<file path="src/rtl/ddr3_ctrl_pkg.sv">
// rtl/ddr3_ctrl_pkg.sv - shared types and constants for the DDR3 frame writer
// DROP state exists only when WRITE_FRAME_DROP_EN is defined.
package ddr3_ctrl_pkg;

  localparam int DDR3_BURST_LEN = 4;
  localparam int DDR3_ADDR_W = 26;
  localparam logic [2:0] DDR3_AVL_SIZE = 3'b100;
  localparam int BURST_CNT_W = 20;

  typedef enum logic [2:0] {
    ST_IDLE,
    ST_SELECT,
    ST_WAIT_DATA,
    ST_BURST,
    ST_COMMIT
`ifdef WRITE_FRAME_DROP_EN
    ,
    ST_DROP
`endif
  } wr_state_e;

endpackage

</file>
<file path="src/rtl/ddr3_buffer_tracker.sv">
// rtl/ddr3_buffer_tracker.sv - double-buffer empty flags, clear edge detection and target choice
// Prefers the buffer not written last so the reader always gets the newest complete frame.
module ddr3_buffer_tracker (
  input  logic clk,
  input  logic reset,
  input  logic clear_buffer0,
  input  logic clear_buffer1,
  input  logic commit,
  input  logic commit_idx,
  output logic empty0,
  output logic empty1,
  output logic sel_valid,
  output logic sel_idx
);

  logic clr0_hist_q, clr0_hist_d;
  logic clr1_hist_q, clr1_hist_d;
  logic empty0_q, empty0_d;
  logic empty1_q, empty1_d;
  logic last_idx_q, last_idx_d;
  logic other_empty;
  logic same_empty;

  always_comb begin
    clr0_hist_d = clear_buffer0;
    clr1_hist_d = clear_buffer1;
    empty0_d    = empty0_q;
    empty1_d    = empty1_q;
    last_idx_d  = last_idx_q;
    // A clear on an already-empty buffer just re-sets a 1, so no extra guard is needed.
    if (clear_buffer0 && !clr0_hist_q) empty0_d = 1'b1;
    if (clear_buffer1 && !clr1_hist_q) empty1_d = 1'b1;
    if (commit) begin
      last_idx_d = commit_idx;
      if (commit_idx) empty1_d = 1'b0;
      else            empty0_d = 1'b0;
    end
  end

  always_ff @(posedge clk) begin
    if (reset) begin
      clr0_hist_q <= 1'b0;
      clr1_hist_q <= 1'b0;
      empty0_q    <= 1'b1;
      empty1_q    <= 1'b1;
      last_idx_q  <= 1'b1;
    end else begin
      clr0_hist_q <= clr0_hist_d;
      clr1_hist_q <= clr1_hist_d;
      empty0_q    <= empty0_d;
      empty1_q    <= empty1_d;
      last_idx_q  <= last_idx_d;
    end
  end

  always_comb begin
    other_empty = last_idx_q ? empty0_q : empty1_q;
    same_empty  = last_idx_q ? empty1_q : empty0_q;
    sel_valid   = other_empty || same_empty;
    sel_idx     = other_empty ? ~last_idx_q : last_idx_q;
  end

  assign empty0 = empty0_q;
  assign empty1 = empty1_q;

endmodule

</file>
<file path="src/rtl/write_to_ddr3.sv">
// rtl/write_to_ddr3.sv - writes captured frames into DDR3 double buffers as 4-beat Avalon bursts
// Define WRITE_FRAME_DROP_EN to discard frames when both buffers are full instead of stalling.
module write_to_ddr3
  import ddr3_ctrl_pkg::*;
#(
  parameter int IMAGE_WIDTH  = 1280,
  parameter int IMAGE_HEIGHT = 1024,
  parameter int DATA_WIDTH   = 64
) (
  input  logic                    ddr3_clk,
  input  logic                    reset,
  input  logic [DATA_WIDTH:0]     fifo_rdata,
  input  logic [11:0]             fifo_usedw,
  output logic                    fifo_rd,
  input  logic [25:0]             ddr3_buffer0_offset,
  input  logic [25:0]             ddr3_buffer1_offset,
  input  logic                    clear_buffer0,
  input  logic                    clear_buffer1,
  output logic                    ddr3_rd_buffer0_empty,
  output logic                    ddr3_rd_buffer1_empty,
  input  logic                    ddr3_avl_ready,
  output logic                    ddr3_avl_burstbegin,
  output logic                    ddr3_avl_write_req,
  output logic [25:0]             ddr3_avl_addr,
  output logic [2:0]              ddr3_avl_size,
  output logic [DATA_WIDTH-1:0]   ddr3_avl_wdata,
  output logic [DATA_WIDTH/8-1:0] ddr3_avl_be,
  output logic                    frame_error
);

  localparam int FRAME_BURSTS = (IMAGE_WIDTH * IMAGE_HEIGHT) / DDR3_BURST_LEN;
  localparam logic [BURST_CNT_W-1:0] LAST_BURST = BURST_CNT_W'(FRAME_BURSTS - 1);
  localparam logic [1:0] LAST_BEAT = 2'(DDR3_BURST_LEN - 1);

  wr_state_e                state_q, state_d;
  logic [DDR3_ADDR_W-1:0]   addr_q, addr_d;
  logic [DATA_WIDTH-1:0]    wdata_q, wdata_d;
  logic                     write_req_q, write_req_d;
  logic                     burstbegin_q, burstbegin_d;
  logic                     frame_error_q, frame_error_d;
  logic [BURST_CNT_W-1:0]   burst_cnt_q, burst_cnt_d;
  logic [1:0]               beat_cnt_q, beat_cnt_d;
  logic                     target_q, target_d;
  logic                     abort_q, abort_d;

  logic                     pop;
  logic                     head_valid;
  logic                     head_sof;
  logic [DATA_WIDTH-1:0]    head_pix;
  logic                     accept;
  logic                     commit;
  logic                     sel_valid;
  logic                     sel_idx;

  assign head_valid = (fifo_usedw != 12'd0);
  assign head_sof   = fifo_rdata[DATA_WIDTH];
  assign head_pix   = fifo_rdata[DATA_WIDTH-1:0];
  assign accept     = write_req_q && ddr3_avl_ready;
  assign commit     = (state_q == ST_COMMIT);

  ddr3_buffer_tracker u_tracker (
    .clk           (ddr3_clk),
    .reset         (reset),
    .clear_buffer0 (clear_buffer0),
    .clear_buffer1 (clear_buffer1),
    .commit        (commit),
    .commit_idx    (target_q),
    .empty0        (ddr3_rd_buffer0_empty),
    .empty1        (ddr3_rd_buffer1_empty),
    .sel_valid     (sel_valid),
    .sel_idx       (sel_idx)
  );

  always_comb begin
    state_d       = state_q;
    addr_d        = addr_q;
    wdata_d       = wdata_q;
    write_req_d   = write_req_q;
    burstbegin_d  = burstbegin_q;
    frame_error_d = 1'b0;
    burst_cnt_d   = burst_cnt_q;
    beat_cnt_d    = beat_cnt_q;
    target_d      = target_q;
    abort_d       = abort_q;
    pop           = 1'b0;
    case (state_q)
      ST_IDLE: begin
        if (head_valid) begin
          if (head_sof) state_d = ST_SELECT;
          else          pop = 1'b1;
        end
      end
      ST_SELECT: begin
        if (sel_valid) begin
          target_d    = sel_idx;
          addr_d      = sel_idx ? ddr3_buffer1_offset : ddr3_buffer0_offset;
          burst_cnt_d = '0;
          abort_d     = 1'b0;
          state_d     = ST_WAIT_DATA;
        end
`ifdef WRITE_FRAME_DROP_EN
        else if (head_valid) begin
          // Consume this frame's SOF so DROP can hunt for the next one.
          pop     = 1'b1;
          state_d = ST_DROP;
        end
`endif
      end
      ST_WAIT_DATA: begin
        if (fifo_usedw >= 12'(DDR3_BURST_LEN)) begin
          if (head_sof && (burst_cnt_q != '0)) begin
            // New frame arrived on a burst boundary: abort with nothing in flight.
            frame_error_d = 1'b1;
            state_d       = ST_SELECT;
          end else begin
            pop          = 1'b1;
            wdata_d      = head_pix;
            write_req_d  = 1'b1;
            burstbegin_d = 1'b1;
            beat_cnt_d   = 2'd0;
            state_d      = ST_BURST;
          end
        end
      end
      ST_BURST: begin
        if (accept) begin
          burstbegin_d = 1'b0;
          if (beat_cnt_q == LAST_BEAT) begin
            write_req_d = 1'b0;
            addr_d      = addr_q + DDR3_ADDR_W'(DDR3_BURST_LEN);
            burst_cnt_d = burst_cnt_q + 1'b1;
            if (abort_q) begin
              frame_error_d = 1'b1;
              state_d       = ST_SELECT;
            end else if (burst_cnt_q == LAST_BURST) begin
              state_d = ST_COMMIT;
            end else begin
              state_d = ST_WAIT_DATA;
            end
          end else begin
            beat_cnt_d = beat_cnt_q + 2'd1;
            // The SOF word belongs to the next frame; pad the burst with the held beat.
            if (abort_q || head_sof) begin
              abort_d = 1'b1;
            end else begin
              pop     = 1'b1;
              wdata_d = head_pix;
            end
          end
        end
      end
      ST_COMMIT: begin
        state_d = ST_IDLE;
      end
`ifdef WRITE_FRAME_DROP_EN
      ST_DROP: begin
        if (head_valid) begin
          if (head_sof) state_d = ST_SELECT;
          else          pop = 1'b1;
        end
      end
`endif
      default: state_d = ST_IDLE;
    endcase
  end

  always_ff @(posedge ddr3_clk) begin
    if (reset) begin
      state_q       <= ST_IDLE;
      addr_q        <= '0;
      wdata_q       <= '0;
      write_req_q   <= 1'b0;
      burstbegin_q  <= 1'b0;
      frame_error_q <= 1'b0;
      burst_cnt_q   <= '0;
      beat_cnt_q    <= 2'd0;
      target_q      <= 1'b0;
      abort_q       <= 1'b0;
    end else begin
      state_q       <= state_d;
      addr_q        <= addr_d;
      wdata_q       <= wdata_d;
      write_req_q   <= write_req_d;
      burstbegin_q  <= burstbegin_d;
      frame_error_q <= frame_error_d;
      burst_cnt_q   <= burst_cnt_d;
      beat_cnt_q    <= beat_cnt_d;
      target_q      <= target_d;
      abort_q       <= abort_d;
    end
  end

  assign fifo_rd             = pop && !reset;
  assign ddr3_avl_burstbegin = burstbegin_q;
  assign ddr3_avl_write_req  = write_req_q;
  assign ddr3_avl_addr       = addr_q;
  assign ddr3_avl_size       = DDR3_AVL_SIZE;
  assign ddr3_avl_wdata      = wdata_q;
  assign ddr3_avl_be         = '1;
  assign frame_error         = frame_error_q;

endmodule

</file>
<file path="config.mk">
export PLATFORM = sky130hd
export DESIGN_NAME = write_to_ddr3
export DESIGN_NICKNAME = d
export VERILOG_FILES = /design/src/rtl/ddr3_ctrl_pkg.sv /design/src/rtl/ddr3_buffer_tracker.sv /design/src/rtl/write_to_ddr3.sv
export SDC_FILE = /design/constraint.sdc
export NUM_CORES = 1
export LEC_CHECK = 0
export ABC_AREA = 1
export BUFFER_PORTS_ARGS = -buffer_cell sky130_fd_sc_hd__buf_2
export CAP_MARGIN = 20
export CELL_PAD_IN_SITES_DETAIL_PLACEMENT = 1
export CELL_PAD_IN_SITES_GLOBAL_PLACEMENT = 1
export CORE_MARGIN = 2
export CORE_UTILIZATION = 36
export CTS_CLUSTER_SIZE = 16
export DETAILED_ROUTE_END_ITERATION = 10
export PLACE_DENSITY = 0.9
export REMOVE_ABC_BUFFERS = 1
export SYNTH_ARGS = -nofsm -noshare
export SYNTH_HDL_FRONTEND = slang
export SYNTH_HIERARCHICAL = 1
export SYNTH_SLANG_ARGS = --single-unit
</file>
<file path="constraint.sdc">
create_clock -name ddr3_clk -period 2.6 [get_ports ddr3_clk]
set_input_delay 0.39 -clock ddr3_clk [delete_from_list [all_inputs] [get_ports ddr3_clk]]
set_output_delay 0.39 -clock ddr3_clk [all_outputs]
set_load 0.01 [all_outputs]
</file>
== Word-level counts from Yosys, hierarchy flattened ==
Cells that the tools add are included.
Storage, ports and cells
  register bits after elaboration: 125
  latch bits: 0
  bits in writable memories: 0
  memory bits (read-only): 0
  word-level logic and storage cells: 124
  memories kept: 0
Operators by class
  add/sub/neg operators: 3
  multiply operators: 0
  divide/modulo/power cells: 0
  $lt $le $gt $ge: 1
  equal/unequal tests: 16
  shift-type cells: 0
  muxes and demuxes: 65
  bitwise logic cells: 1
  reductions and logical operators: 23
Operators with widths (number)
  64-bit 2-to-1 mux: 5
  64-bit one-hot mux with 2 select lines: 1
  26-bit 2-to-1 mux: 4
  20-bit 2-to-1 mux: 3
  26-bit one-hot mux with 2 select lines: 1
  20-bit one-hot mux with 2 select lines: 1
  1-bit 2-to-1 mux: 30
  26-bit by 3-bit adder with 26-bit output, second input constant: 1
  3-bit 2-to-1 mux: 8
  20-bit by 1-bit adder with 20-bit output, second input constant: 1
  20-bit by 19-bit == test with 1-bit output, second input constant: 1
  2-bit inequality test, second input constant: 10
  20-bit nonzero test: 1
  5-bit AND reduction: 3
  12-bit by 3-bit >= comparator with 1-bit output, second input constant: 1
  3-bit one-hot mux with 4 select lines: 1
  6-bit AND reduction: 2
  12-bit nonzero test: 1
  2-bit 2-to-1 mux: 5
  1-bit one-hot mux with 2 select lines: 4
  4-bit AND reduction: 2
  3-bit by 2-bit == test with 1-bit output, second input constant: 2
  1-bit logical AND: 5
  2-bit one-hot mux with 2 select lines: 1
  other kinds (11): 15

== Longest topological paths before layout ==
Gate-level depths: netlist (run 1).
  word-level depth: 6
  mapped depth: 12

== Hierarchy ==
Netlist (run 1), hierarchy kept.
By module, submodules not included
  write_to_ddr3: instances 1, cells an instance 908, area an instance 6150.9 um^2, seq. area each 2402.3 um^2
  ddr3_buffer_tracker: instances 1, cells an instance 30, area an instance 198.9 um^2, seq. area each 100.1 um^2

== Least setup slack after synthesis (run 1) ==
Ideal clock, no wire load.
  kind: in2out
  start point: input port fifo_usedw[11]
  end point: output port fifo_rd
  arrival time: 1.525 ns
  slack: 0.685 ns
  stages: 8
  buffers on the path: 1
  cell sequence: or2_2 -> nor2_1 -> nand3_1 -> nand2_1 -> inv_1 -> nand3_2 -> clkbuf_1 -> a21oi_1
Between the ends
  word-level cells in the longest chain between the ends: 4
RTL lines
  start: declaration: line write_to_ddr3.sv:13  | input logic [11:0] fifo_usedw,
  12-bit by 3-bit >= comparator with 1-bit output / 12-bit nonzero test (equally long branches): line write_to_ddr3.sv:110, write_to_ddr3.sv:55
  1-bit 2-to-1 mux, on equally long branches: line write_to_ddr3.sv:110, write_to_ddr3.sv:88
  1-bit one-hot mux with 3 select lines (*): line write_to_ddr3.sv:86  | case (state_q)
  1-bit logical AND (*): line write_to_ddr3.sv:193  | assign fifo_rd = pop && !reset;
  end: declaration: line write_to_ddr3.sv:14  | output logic fifo_rd,
Every way passes the cells marked *; elsewhere a longest branch is shown, timed or not.

== Final worst setup path (run 1) ==
  start point: register burst_cnt_q[7]
  end point: output port fifo_rd
Between the ends
  word-level cells in the longest chain between the ends: 6
RTL lines
  start: declaration: line write_to_ddr3.sv:41  | logic [BURST_CNT_W-1:0] burst_cnt_q, burst_cnt_d;
  start signal: assignment: line write_to_ddr3.sv:186  | burst_cnt_q <= burst_cnt_d;
  20-bit nonzero test: line write_to_ddr3.sv:111  | if (head_sof && (burst_cnt_q != '0)) begin
  1-bit logical AND: line write_to_ddr3.sv:111
  1-bit 2-to-1 mux: line write_to_ddr3.sv:111
  1-bit 2-to-1 mux: line write_to_ddr3.sv:110  | if (fifo_usedw >= 12'(DDR3_BURST_LEN)) begin
  1-bit one-hot mux with 3 select lines: line write_to_ddr3.sv:86
  1-bit logical AND: line write_to_ddr3.sv:193
Every way passes these cells.

==> results of run 1 <==
-- worst min-delay path: stages --
cell and delay (ns):
buf_2 0.11, inv_1 0.04, nor2_1 0.03
-- synth_stat cells (4+ instances only) --
| cell type | count |
|---|---|
| nor2_1 | 218 |
| nand2_1 | 170 |
| dfxtp_1 | 125 |
| inv_1 | 68 |
| a21oi_1 | 55 |
| o21ai_1 | 52 |
| o21ai_0 | 51 |
| nand3_1 | 27 |
| buf_4 | 23 |
| clkbuf_1 | 21 |
| nand4_1 | 21 |
| nor3_1 | 17 |
| mux2_2 | 16 |
| xor2_1 | 9 |
| o211ai_1 | 7 |
| buf_2 | 6 |
| a211oi_1 | 4 |
| ha_1 | 4 |
-- power breakdown --
group / total [mW] / internal [mW] / switching [mW]
combinational: 3.29 / 1.23 / 2.06
clock: 2.28 / 1.33 / 0.949
sequential: 3.07 / 2.57 / 0.502
total: 8.63 / 5.12 / 3.51
-- layer usage --
metal  wire, microns  vias to the layer above  global-route usage [%]
li1                -                     3475                       -
met1            8850                     3329                    26.9
met4             374                        0                    7.16
met5               0                        -                       0
met3            1540                       32                    6.74
met2           10900                      205                    41.3
-- cell usage in the layout, fill, tap and decap left out, drive strengths merged, types with 2 or more instances in the layout --
| cell type | count |
|---|---|
| inv | 75 |
| or2 | 4 |
| nor2 | 222 |
| nand4 | 21 |
| nand2 | 171 |
| dfxtp | 125 |
| a31o | 2 |
| xnor2 | 3 |
| clkinv | 5 |
| a211oi | 4 |
| nand3b | 3 |
| a31oi | 3 |
| a21oi | 56 |
| clkinvlp | 4 |
| o21ai | 103 |
| o21a | 2 |
| ha | 4 |
| mux2i | 3 |
| nand3 | 30 |
| clkbuf | 17 |
| o211ai | 7 |
| nor3 | 17 |
| buf | 245 |
| nor4 | 2 |
| mux2 | 16 |
| conb | 11 |
| xor2 | 9 |
-- how the worst max path moves through the flow --
stage                          start                 end  slack (ns)  depth (start not counted)
floorplan           u_tracker/empty0    ddr3_avl_addr[2]       -0.81                          6
global placement      fifo_usedw[11]             fifo_rd        0.62                          9
detailed placement    fifo_usedw[11]  ddr3_avl_wdata[13]        0.55                         10
CTS                   burst_cnt_q[7]             fifo_rd        0.25                          7
global route          burst_cnt_q[0]             fifo_rd        0.06                          9
finish                burst_cnt_q[7]             fifo_rd        0.28                          7
-- cell families after synthesis --
kind of cell | count (synthesis) | synth area share, %
simple gates | 473 | 30.9
compound gates | 179 | 14.9
flops | 125 | 39.4
buf+inv | 124 | 8.87
mux | 19 | 3.31
xor+xnor | 12 | 1.66
fa+ha+maj | 4 | 0.788
other cells | 2 | 0.118
-- state kept, by name, indices dropped and copies added (netlist names), 2 cells and up --
register        cells
beat_cnt_q          2
burst_cnt_q        20
ddr3_avl_addr      26
ddr3_avl_wdata     64
state_q             3
-- area by class of cell --
cell class / count / area share (%)
multi-input cells: 698 / 40.4
clock buffers: 17 / 5.16
flip-flops and latches: 125 / 30.3
inverters: 71 / 3.23
clock inverters: 14 / 1.67
repair buffers: 245 / 15.8
well taps: 225 / 3.41
-- stage by stage --
| step | util (%) | cells | instance area [sq um] | TNS [ns] |
|---|---|---|---|---|
| 3_3_place_gp | 44.4 | 1364 | 7680 | 0 |
| 4_1_cts | 47.7 | 1395 | 8250 | 0 |
| 3_5_place_dp | 44.4 | 1364 | 7680 | 0 |
| 6_report | 47.7 | 1395 | 8250 | 0 |
| 5_1_grt | 47.7 | 1395 | 8250 | 0 |
| 2_1_floorplan | - | 894 | 6090 | -45.87 |
==> results.sh, run 1 <==
export IMPL_clk_pin_slew_worst_paths_ns=0.06
export IMPL_netlist_instances=938
export IMPL_io_pins=241
export IMPL_hold_ws_ns=0.195
export IMPL_insertion_delay_ns=0.42
export IMPL_path_cells="or2_2, nor2_1, nand3_1, nand3_2, nand3_2, a21oi_1, buf_2"
export IMPL_die_w_microns=137
export IMPL_synth_seq_cells=125
export IMPL_cpMostUsedCell="nand3_2"
export IMPL_cp_arrival_ns=1.93
export IMPL_max_stage_delay_ns=0.33
export IMPL_htreeDepth=4
export IMPL_drv_cap=0
export IMPL_synth_top_area_share_pct=39.4
export IMPL_drt_wirelength_per_cell_microns=15.5
export IMPL_fin_skew_ns=0.0125
export IMPL_yosys_warnings=6
export IMPL_fp_dieArea_sq_um=18700
export IMPL_slew_violations=0
export IMPL_worst_slack_ns=0.281
export IMPL_root_buffer="clkbuf_16"
export IMPL_num_antenna_cells=0
export IMPL_globalplace_congestion=0.921
export IMPL_synth_flop_cell="dfxtp_1"
export IMPL_r2r_slack_ns=0.50
export IMPL_p_leak_nw=3.73
export IMPL_yosysSeqAreaShare_pct=39.4
export IMPL_drt_pass1_iterations=6
export IMPL_area_delta_synth_final_pct=29.9
export IMPL_hold_end="u_tracker/clr1_hist_q"
export IMPL_holdBufCountCts=0
export IMPL_status="finished clean"
export IMPL_fmax_ghz=0.431
export IMPL_final_net_count=1296
export IMPL_setup_viol=0
export IMPL_clock_sinks=125
export IMPL_crit_type="flop to output pin"
export IMPL_cts_max_path_buffers=2
export IMPL_synthDistinctLibCells=41
export IMPL_die_height_microns=137
export IMPL_regArea_sq_um=2500
export IMPL_endpoint_kind="output pin"
export IMPL_ctsResizeCount=0
export IMPL_r2r_end="burst_cnt_q[16]"
export IMPL_rsz0062_at_grt="false"
export IMPL_cts_setup_buffers=0
export IMPL_grt_pass1_vias=7112
export IMPL_cpMaxStageDelayCell="dfxtp_1"
export IMPL_whs_path_depth=3
export IMPL_core_sq_um=17300
export IMPL_io_buffers=229
export IMPL_power_mw=8.63
export IMPL_yosysTopAreaCell="dfxtp_1"
export IMPL_crit_required_ns=2.21
export IMPL_num_rows=48
export IMPL_synth_edf_count=0
export IMPL_reg2reg_from="state_q[0]"
export IMPL_grt_max_degree=52
export IMPL_fillers=2319
export IMPL_place_ws_ns=0.547
export IMPL_period_share_pct=89.2
export IMPL_syn_avg_cell_area_sq_um=6.77
export IMPL_ant_nets=0
export IMPL_antenna_found_initial=0
export IMPL_crit_family="simple AND/OR/NAND/NOR gates"
export IMPL_p_per_area_nw_per_um2=1050
export IMPL_cp_max_fo=6
export IMPL_finalHoldViolations=0
export IMPL_reg2reg_depth=10
export IMPL_ys_top_cells_by_area="dfxtp_1 (39%), nor2_1 (13%), nand2_1 (10%), a21oi_1 (4.3%), o21ai_1 (4.1%)"
export IMPL_fin_crit_ns=2.32
export IMPL_synth_cell_area_sq_um=6350
export IMPL_dp_hpwl_mm=16.3
export IMPL_vias=7041
export IMPL_hold_class="input port to flop"
export IMPL_grt_ovfl_total=0
export IMPL_drt_total_wl_mm=21.6
export IMPL_ir_drop_uv=519
export IMPL_crit_path_start_kind="flop"
export IMPL_grt_pass1_wl_mm=34.6
export IMPL_dr_first_iter_drc_count=350
export IMPL_viasPerCell=5.05
export IMPL_crit_buf_inv=1
export IMPL_slew_headroom_pct=60.9
export IMPL_worstMarginPinSlew_ns=0.584
export IMPL_multiInputGateArea_sq_um=3330
export IMPL_async_flop_share_pct=0
export IMPL_drc_errors=0
export IMPL_holdCritStartpoint="clear_buffer1"
export IMPL_cts_buffers_inserted=17
export IMPL_start_util_pct=36.7
export IMPL_drive_above_1_share_pct=26.6
export IMPL_cts_tree="built"
export IMPL_groute_usage_overall_pct=23.2
No activity file was read; power rests on OpenSTA's default activity.
==> run 2, diff against run 1 <==
--- a/config.mk
+++ b/config.mk
@@ -10,7 +10,6 @@
 export CAP_MARGIN = 20
 export CELL_PAD_IN_SITES_DETAIL_PLACEMENT = 1
 export CELL_PAD_IN_SITES_GLOBAL_PLACEMENT = 1
-export CORE_MARGIN = 2
 export CORE_UTILIZATION = 36
 export CTS_CLUSTER_SIZE = 16
 export DETAILED_ROUTE_END_ITERATION = 10
==> run 2 against run 1 <==
Effect of this change:
- sequential share of layout area decreased by 0.22 points
- global-route usage increased by 0.56 points
- clock skew increased by 0.0027 ns
- core utilization increased by 0.51 points
- sequential power about the same
- critical path type unchanged
- largest power group unchanged
==> results.sh, run 2 (synthesis gave the netlist of run 1 again) <==
export IMPL_area_delta_synth_final_pct=30.8
export IMPL_hold_ws_ns=0.191
export IMPL_antenna_found_initial=1
export IMPL_final_cell_mix="buf_2 (229), nor2_1 (218), nand2_1 (170)"
export IMPL_cts_max_path_buffers=2
export IMPL_final_net_count=1296
export IMPL_p_per_area_nw_per_um2=1070
export IMPL_endpoint="fifo_rd"
export IMPL_cp_arrival_ns=1.97
export IMPL_hold_class="input port to flop"
export IMPL_p_leak_nw=3.75
export IMPL_drt_total_wl_mm=21.5
export IMPL_setup_viol=0
export IMPL_drt_wirelength_per_cell_microns=15.4
export IMPL_setup_tns_ns=0
export IMPL_fmax_ghz=0.424
export IMPL_drc_errors=0
export IMPL_ctsResizeCount=0
export IMPL_grt_max_degree=51
export IMPL_crit_required_ns=2.21
export IMPL_viasPerCell=5.02
export IMPL_crit_path_start_kind="flop"
export IMPL_core_sq_um=17200
export IMPL_drv_cap=0
export IMPL_htreeDepth=4
export IMPL_die_height_microns=135
export IMPL_io_pins=241
export IMPL_status="finished clean"
export IMPL_fp_dieArea_sq_um=18200
export IMPL_crit_type="flop to output pin"
export IMPL_insertion_delay_ns=0.43
export IMPL_root_buffer="clkbuf_16"
export IMPL_globalplace_congestion=0.863
export IMPL_clock_sinks=125
export IMPL_start_util_pct=36.8
export IMPL_dp_hpwl_mm=15.6
export IMPL_dr_first_iter_drc_count=190
export IMPL_holdBufCountCts=0
export IMPL_largest_register_ffs=64
export IMPL_drive_above_1_share_pct=26.6
export IMPL_vias=7014
export IMPL_r2r_slack_ns=0.55
export IMPL_finalInstanceArea_sq_um=8310
export IMPL_layout_commonest_cell="buf_2"
export IMPL_utilization_pct=48.2
export IMPL_finalHoldViolations=0
export IMPL_rsz0062_at_grt="false"
export IMPL_cp_max_fo=6
export IMPL_slew_headroom_pct=61.5
export IMPL_fin_crit_ns=2.36
export IMPL_worstMarginPinSlew_ns=0.575
export IMPL_grt_pass1_wl_mm=34.1
export IMPL_cts_buffers_inserted=17
export IMPL_ir_drop_uv=554
export IMPL_die_w_microns=135
export IMPL_endpoint_kind="output pin"
export IMPL_cts_setup_buffers=0
export IMPL_slew_violations=0
export IMPL_fin_skew_ns=0.0152
export IMPL_reg2reg_from="burst_cnt_q[10]"
export IMPL_period_share_pct=90.7
export IMPL_r2r_end="ddr3_avl_wdata[7]"
export IMPL_reg2reg_depth=9
export IMPL_ant_nets=0
export IMPL_grt_ovfl_total=0
export IMPL_num_rows=48
export IMPL_grt_pass1_vias=7142
export IMPL_cts_tree="built"
export IMPL_drt_pass1_iterations=4
export IMPL_placed_area_sq_um=7710
export IMPL_clk_pin_slew_worst_paths_ns=0.06
export IMPL_groute_usage_overall_pct=23.8
export IMPL_fillers=2319
export IMPL_startpoint="burst_cnt_q[10]"
export IMPL_io_buffers=229
==> run 2: cell count changes in the layout (fill, tap and decap cells not counted), sizes merged <==
cell	delta
clkinv	-3
inv	+2
clkbuf	+1
diode	+1
bufinv	+1
==> run 2: cell type report <==
cell class / instances / area [sq um] / share of cell area [%]
Multi-Input combinational cell: 698 / 3330 / 40.1
Sequential cell: 125 / 2500 / 30.1
Timing Repair Buffer: 245 / 1330 / 16.0
Clock buffer: 18 / 439 / 5.29
Tap cell: 225 / 282 / 3.39
Inverter: 71 / 267 / 3.21
Clock inverter: 14 / 156 / 1.88
Antenna cell: 1 / 2.50 / 0.0301
==> run 2: how the worst min path moves through the flow <==
| stage | startpoint | endpoint | slack [ns] | cells past startpoint |
|---|---|---|---|---|
| after floorplan | abort_q | abort_q | 0.45 | 2 |
| after global placement | ddr3_avl_wdata[35] | ddr3_avl_wdata[35] | 0.46 | 2 |
| after detailed placement | ddr3_avl_burstbegin | ddr3_avl_burstbegin | 0.47 | 2 |
| after CTS | clear_buffer1 | u_tracker/clr1_hist_q | 0.18 | 3 |
| after global routing | clear_buffer1 | u_tracker/clr1_hist_q | 0.19 | 3 |
| final | clear_buffer1 | u_tracker/clr1_hist_q | 0.19 | 3 |
==> run 2: stage by stage <==
stage	power [mW]	instances	setup WS (ns)
after floorplan	4.90	894	-0.812
after global placement	6.34	1364	0.568
after detailed placement	6.50	1364	0.504
after CTS	8.96	1396	0.204
after global routing	9.49	1397	0.107
final	8.89	1397	0.241
==> run 2: layer usage <==
layer / GRT usage [%] / vias up / share of wire [%]
met4: 9.11 / 0 / 1.9
met2: 42.8 / 194 / 51
met5: 0 / - / 0
met3: 7.39 / 33 / 6.4
li1: - / 3484 / -
met1: 26.0 / 3303 / 41
==> run 2: critical path: stages, from the launching register on <==
cell and delay, ns:
dfxtp_1 0.35, or2_2 0.28, nor2_1 0.12, nand3_1 0.18, nand3_2 0.18, nand3_2 0.15, a21oi_1 0.15, buf_2 0.14
==> run 2: power breakdown <==
part | switching, mW | leakage (nW) | internal, mW
registers | 0.496 | 1.02 | 2.57
clock network | 0.962 | 0.281 | 1.45
logic | 2.11 | 2.45 | 1.30
